**src/rtl/serial_xnor_cmp_pkg.sv**
```systemverilog
// Shared state encoding and parameter limits for the bit-serial equality comparator.
package serial_xnor_cmp_pkg;

    typedef enum logic [1:0] {
        ST_IDLE  = 2'd0,
        ST_SHIFT = 2'd1,
        ST_DONE  = 2'd2
    } state_t;

    localparam int WIDTH_MIN = 2;
    localparam int WIDTH_MAX = 64;

endpackage

```
**src/rtl/xnor_nand_cell.sv**
```systemverilog
// Combinational XNOR built only from five 2-input NAND gates.
module xnor_nand_cell (
    input  logic a,
    input  logic b,
    output logic s
);

    logic n_ab;
    logic n_a;
    logic n_b;
    logic x_or;

    // Classic four-NAND XOR, then a fifth NAND wired as an inverter.
    assign n_ab = ~(a & b);
    assign n_a  = ~(a & n_ab);
    assign n_b  = ~(b & n_ab);
    assign x_or = ~(n_a & n_b);
    assign s    = ~(x_or & x_or);

endmodule

```
**src/rtl/serial_xnor_cmp.sv**
```systemverilog
// Bit-serial equality comparator: ANDs per-bit XNOR results over WIDTH pairs.
// Optional mismatch counter enabled by defining SERIAL_XNOR_CMP_MISMATCH_CNT_EN.
module serial_xnor_cmp
    import serial_xnor_cmp_pkg::*;
#(
    parameter int WIDTH = 8
) (
    input  logic clk,
    input  logic rst,
    input  logic start,
    input  logic bit_valid,
    input  logic a_bit,
    input  logic b_bit,
    output logic busy,
    output logic done,
    output logic equal
`ifdef SERIAL_XNOR_CMP_MISMATCH_CNT_EN
    ,
    output logic [$clog2(WIDTH+1)-1:0] mismatches
`endif
);

    localparam int CNT_W = $clog2(WIDTH);

    generate
        if (WIDTH < WIDTH_MIN || WIDTH > WIDTH_MAX) begin : g_width_check
            $error("serial_xnor_cmp: WIDTH out of range");
        end
    endgenerate

    state_t             state;
    state_t             state_nxt;
    logic [CNT_W-1:0]   bit_cnt;
    logic               acc_eq;
    logic               eq_bit;
    logic               accept;
    logic               last_bit;
    logic               start_ok;

    xnor_nand_cell u_xnor (
        .a (a_bit),
        .b (b_bit),
        .s (eq_bit)
    );

    assign start_ok = (state == ST_IDLE) && start;
    assign accept   = (state == ST_SHIFT) && bit_valid;
    assign last_bit = accept && (bit_cnt == CNT_W'(WIDTH - 1));

    always_comb begin
        state_nxt = state;
        case (state)
            ST_IDLE:  if (start) state_nxt = ST_SHIFT;
            ST_SHIFT: if (last_bit) state_nxt = ST_DONE;
            ST_DONE:  state_nxt = ST_IDLE;
            default:  state_nxt = ST_IDLE;
        endcase
    end

    // Outputs are registered decodes of the next state, so they align with the state register.
    always_ff @(posedge clk) begin
        if (rst) begin
            state <= ST_IDLE;
            busy  <= 1'b0;
            done  <= 1'b0;
        end else begin
            state <= state_nxt;
            busy  <= (state_nxt == ST_SHIFT);
            done  <= (state_nxt == ST_DONE);
        end
    end

    always_ff @(posedge clk) begin
        if (rst) begin
            bit_cnt <= '0;
            acc_eq  <= 1'b1;
            equal   <= 1'b0;
        end else if (start_ok) begin
            bit_cnt <= '0;
            acc_eq  <= 1'b1;
            equal   <= 1'b0;
        end else if (accept) begin
            bit_cnt <= bit_cnt + CNT_W'(1);
            acc_eq  <= acc_eq & eq_bit;
            // equal is loaded on the edge that enters DONE so it is valid alongside done.
            if (last_bit) equal <= acc_eq & eq_bit;
        end
    end

`ifdef SERIAL_XNOR_CMP_MISMATCH_CNT_EN
    always_ff @(posedge clk) begin
        if (rst || start_ok) begin
            mismatches <= '0;
        end else if (accept && !eq_bit) begin
            mismatches <= mismatches + 1'b1;
        end
    end
`endif

endmodule

```
**config.mk**
```make
export PLATFORM = sky130hd
export DESIGN_NAME = serial_xnor_cmp
export DESIGN_NICKNAME = d
export VERILOG_FILES = /design/src/rtl/serial_xnor_cmp_pkg.sv /design/src/rtl/xnor_nand_cell.sv /design/src/rtl/serial_xnor_cmp.sv
export SDC_FILE = /design/constraint.sdc
export NUM_CORES = 1
export LEC_CHECK = 0
export CAP_MARGIN = 15
export CORE_AREA = 4 4 41 43
export DETAILED_ROUTE_END_ITERATION = 16
export DIE_AREA = 0 0 45 47
export GPL_TIMING_DRIVEN = 1
export SYNTH_ARGS = -nofsm -noshare
export SYNTH_HDL_FRONTEND = slang
export SYNTH_SLANG_ARGS = --single-unit
```
**constraint.sdc**
```tcl
create_clock -name clk -period 1.97 [get_ports clk]
set_input_delay 0.394 -clock clk [delete_from_list [all_inputs] [get_ports clk]]
set_output_delay 0.394 -clock clk [all_outputs]
set_load 0.01 [all_outputs]
```
==> results of run 1 <==
-- cell usage after synthesis (2+ instances only) --
master	count	area [um2]
nor2_1	4	15.0
dfxtp_1	9	180
o21ai_0	2	10.0
mux2i_1	2	20.0
nor3_1	2	10.0
ha_1	2	25.0
nor2b_1	2	12.5
-- cell families after synthesis --
family | count (synthesis) | share of synthesized area, %
AO/OA/AOI/OAI | 3 | 6.45
XOR/XNOR | 2 | 5.02
adder cells (fa/ha/maj) | 2 | 7.17
flip-flops | 9 | 51.6
multiplexers | 2 | 5.73
AND/OR/NAND/NOR | 15 | 24.0
-- layer usage --
metal | vias to the layer above | track usage [%]
li1 | 137 | -
met5 | - | 0
met3 | 2 | 6.51
met4 | 0 | 5.26
met1 | 107 | 6.68
met2 | 7 | 9.32
-- state kept, by name, summed over array words and instances, names as in the netlist --
| name | flops |
|---|---|
| acc_eq | 1 |
| bit_cnt | 3 |
| equal | 1 |
| done | 1 |
| state | 2 |
| busy | 1 |
-- area by class of cell --
type / count / area, um2 / share of cell area [%]
clock buffer: 4 / 26.3 / 5.54
timing repair buffer: 8 / 80.1 / 16.9
multi-input combinational: 24 / 169 / 35.6
tap: 15 / 18.8 / 3.96
sequential: 9 / 180 / 38.0
-- where the power goes --
part	switching (uW)	internal (uW)	total, uW
Sequential	2.92	187	190
Clock	63.3	78.0	141
Combinational	12.6	18.6	31.3
-- metrics by stage --
stage                     setup WS [ps]  utilization [%]  total power, uW  cell area (um2)  hold WS [ps]
after floorplan                     821                -              208              349           444
after global placement              460             34.4              226              448           454
after detailed placement            462             34.4              225              448           461
after CTS                           442             36.4              373              474           471
after global routing                420             36.4              387              474           502
final                               465             36.4              362              474           468
-- worst paths after layout --
check	cells past startpoint	slack (ps)	end	from
max	1	460	equal	equal
min	2	470	acc_eq	acc_eq
max reg2reg	5	760	equal	bit_cnt[0]
min reg2reg	2	470	acc_eq	acc_eq
==> summary.md, run 1 <==
| Metric | Value |
|---|---|
| Syn Nets | `just over 40` |
| Die Span Y | `47 um` |
| Initial antenna violation count | `0` |
| Leak Pwr | `0.000197 uW` |
| Post-route ant nets | `0` |
| Filler cells | `149` |
| Fin Clk Skew | `0.323 ps` |
| Critical Path, Cell by Cell | `clkdlybuf4s50_1` |
| Skew-Pair Late Insertion Delay | `260 ps` |
| Row count | `13` |
| Core area | `1300 um2` |
| Post-CTS sizing | `0` |
| Setup bufs post-CTS | `0` |
| Max Freq | `about 660 MHz` |
| WL met2 | `271 um` |
| Port Buf Inserts | `8` |
| Hold Fails Final Rpt | `0` |
| Placed Cells | `56` |
| Crit end category | `output port` |
| WL met1 | `222 um` |
| Layout cells sized above 1 | `8.89%` |
| Syn. warnings | `0` |
| Hold_buf cts | `0` |
| Drt first pass iters | `2` |
| First-pass GRT wire length | `a little over 900 um` |
| Post-Syn Area per Cell | `around 11 um2` |
| Drc violations | `0` |
| Commonest non-fill, non-tap cell in the layout | `dfxtp_1` |
| Synth cell types | `17` |
| CTS HTree Levels | `1` |
| Synth async-reset ratio | `0%` |
| Fin cells | `60` |
| Critical path buffers and inverters | `1` |
| Vias in the first global route | `207` |
| Min-delay worst type | `flip-flop to flip-flop` |
| WP data arrival | `1110 ps` |
| Seq cells post-synth | `9` |
| Final min period | `1510 ps` |
| Synth-to-Final Area Change | `35.8%` |
| Antenna cells | `0` |
| Post-synthesis cell area | `roughly 350 um2` |
| Peak supply drop | `0.295 mV` |
| CTS max path bufs | `2` |
| Final #Nets | `54` |
| Die W | `roughly 45 um` |
| Setup TNS | `0 ps` |
| Dpl hpwl | `406 um` |
| Power Dens Cells | `764 nW/um2` |
| Most frequent cells in the layout | `9 x dfxtp_1, 8 x clkdlybuf4s50_1, 4 x nor2_1, 3 x clkbuf_4` |
| Fin crit share | `76.4%` |
| Clock-pin slew on the worst setup and hold paths | `60 ps` |
| Critical Path Fanout Max | `2` |
| Sequential share of the synthesized area | `51.6%` |
| Maxcap violations | `0` |
| RD Place Congestion | `0.693` |
| Status | `finished clean` |
| WP data required | `between 1500 and 2000 ps` |
| Detailed-route wire length per cell | `between 9 and 10 um` |
| Drt via density | `4.22` |
| Synth Flop Type | `dfxtp_1` |
| Starting DRT DRC Count | `3` |
| Pin count of the biggest net entering global routing | `6` |
| Final setup violation count | `0` |
| Setup crit start kind | `flip-flop` |
| Initial core utilization | `26.8%` |
| CTS sink cnt | `9` |
| Total GRT Usage | `6.98%` |
| CP max stage delay | `roughly 530 ps` |
| Final max-slew violation count | `0` |
| Post-Synthesis Cells | `33` |
| Relative slew slack | `84.4%` |
| IO Count | `9` |
| Met3 wire length | `52 um` |
| CTS tree | `built` |
| Die area | `approximately 2100 um2` |
| RSZ-0062 raised after global routing | `no` |
| Slowest cell on the critical path | `clkdlybuf4s50_1` |
| Post-synth EDFFs | `0` |
| Worst slew pin tran | `233 ps` |
| Family with the most delay on the worst path | `buffers and inverters` |
| Max layer used | `met4` |
| Cts bufs inserted | `3` |
| Root Buffer | `clkbuf_4` |
| Drt total wl | `550 um` |
| Critical path class | `flip-flop to output port` |
| Total gr overflow | `0` |
| Vias | `approximately 250` |
Note: power is estimated with default switching activity, not from simulation.
==> run 2, diff against run 1 <==
clock period = 1.6 ns   (was 1.97 ns; I/O delays follow)
==> run 2 against run 1 <==
  * Count of clock-buffer cells in the layout did not move
  * Register-to-register slack worse by 370 ps
  * Sequential share of layout area is the same
  * Critical path depth stayed put
  * Sequential power up 23%
==> summary.md, run 2 (synthesis results as in run 1) <==
| Metric | Value |
|---|---|
| Detailed-route wire length per cell | `8.95 um` |
| Core area | `approximately 1300 um2` |
| Antenna cells | `0` |
| Placed Cells | `56` |
| Total power | `440 uW` |
| CTS tree | `built` |
| Worst reg2reg path startpoint | `bit_cnt[0]` |
| Synth-to-Final Area Change | `35.8%` |
| Fin cells | `60` |
| Post-route cell area | `~470 um2` |
| CTS sink cnt | `9` |
| Crit end category | `output port` |
| Critical Path, Cell by Cell | `clkdlybuf4s50_1` |
| Final setup violation count | `0` |
| Commonest non-fill, non-tap cell in the layout | `dfxtp_1` |
| Setup crit end | `equal` |
| Hold_buf cts | `0` |
| Vias in the first global route | `246` |
| Vias | `258` |
| Layout cells sized above 1 | `under 10%` |
| Crit. Startpoint | `equal` |
| Root Buffer | `clkbuf_4` |
| RSZ-0062 raised after global routing | `no` |
| Final min period | `1420 ps` |
| IO Count | `9` |
| Final #Nets | `54` |
| Most frequent cells in the layout | `9 x dfxtp_1, 8 x clkdlybuf4s50_1, 4 x nor2_1, 3 x clkbuf_4` |
| Pin count of the biggest net entering global routing | `6` |
| CP max stage delay | `530 ps` |
| Total gr overflow | `0` |
| Family with the most delay on the worst path | `buffers and inverters` |
| WP data required | `roughly 1300 ps` |
| Min-delay worst type | `flip-flop to flip-flop` |
| Post-route ant nets | `0` |
| Cts bufs inserted | `3` |
| Worst slew pin tran | `between 200 and 250 ps` |
| Fin crit share | `89.0%` |
| Reg-to-Reg End | `equal` |
| Regs by FF count | `bit_cnt (3), state (2)` |
| CTS max path bufs | `2` |
| Starting DRT DRC Count | `4` |
| WP data arrival | `1100 ps` |
| Hold Path Origin | `acc_eq` |
| Status | `finished clean` |
| CTS HTree Levels | `1` |
| Area of the multi-input gates | `169 um2` |
| Initial antenna violation count | `0` |
| Port Buf Inserts | `8` |
| Dpl hpwl | `between 400 and 500 um` |
| RD Place Congestion | `0.648` |
| Crit path depth | `1` |
| Relative slew slack | `83.9%` |
| Hold Fails Final Rpt | `0` |
| FF-to-FF path depth | `5` |
| Skew-Pair Late Insertion Delay | `250 ps` |
| Top reg by flops | `bit_cnt` |
| Setup TNS | `0 ps` |
| Final Core Density | `36.4%` |
| Setup crit start kind | `flip-flop` |
| Max Freq | `702 MHz` |
| Die W | `45 um` |
| First-pass GRT wire length | `around 960 um` |
| Peak supply drop | `0.492 mV` |
| Post-CTS sizing | `0` |
| Drc violations | `0` |
| Slowest cell on the critical path | `clkdlybuf4s50_1` |
| Clock-pin slew on the worst setup and hold paths | `60 ps` |
| Die Span Y | `47 um` |
| Maxcap violations | `0` |
| Critical path buffers and inverters | `1` |
| Placed Area | `448 um2` |
| Fin Clk Skew | `2.68 ps` |
| Row count | `13` |
| Drt total wl | `537 um` |
| Total GRT Usage | `7.23%` |
| Leak Pwr | `0.000197 uW` |
| Final max-slew violation count | `0` |
| Drt via density | `4.30` |
| Critical Path Fanout Max | `2` |
| Drt first pass iters | `4` |
| Register area | `180 um2` |
| R2R Setup Slk | `390 ps` |
| Filler cells | `between 100 and 150` |
| Initial core utilization | `26.8%` |
| Setup bufs post-CTS | `0` |
| Hold path depth | `2` |
| Critical path class | `flip-flop to output port` |
| Die area | `~2100 um2` |
| Max reg flops | `3` |
| Power Dens Cells | `927 nW/um2` |
run 2: report_power, final:
part,switching (uW),internal [uW],total [uW]
registers,3.52,230,234
clock network,71.3,95.6,167
logic,16.2,22.9,39.1
total,91.0,349,440
run 2: tightest hold or removal path, delay by kind of cell (launching register included):
| kind | cells | cell delay, ps |
|---|---|---|
| simple gates | 1 | 50 |
| flops | 1 | 300 |
| compound gates | 1 | 70 |
run 2: layout make-up:
type                            count  share of cell area [%]
Multi-Input combinational cell     24                    35.6
Tap cell                           15                    3.96
Sequential cell                     9                    38.0
Clock buffer                        4                    5.54
Timing Repair Buffer                8                    16.9
run 2: worst min-delay path by stage:
stage,to
final,acc_eq
after global routing,acc_eq
after detailed placement,acc_eq
after CTS,acc_eq
after global placement,acc_eq
after floorplan,done
run 2: through the flow:
stage | setup WS, ps | hold WS (ps)
after floorplan | 451 | 392
after global placement | 163 | 456
after detailed placement | 153 | 459
after CTS | 155 | 471
after global routing | 103 | 508
final | 175 | 474
run 2: per-layer routing:
layer | global-route usage, % | up-vias | share of wire, %
li1 | - | 140 | -
met1 | 6.94 | 109 | 45
met2 | 9.60 | 7 | 47
met3 | 6.90 | 2 | 7.8
met4 | 5.26 | 0 | 0.74
met5 | 0 | - | 0
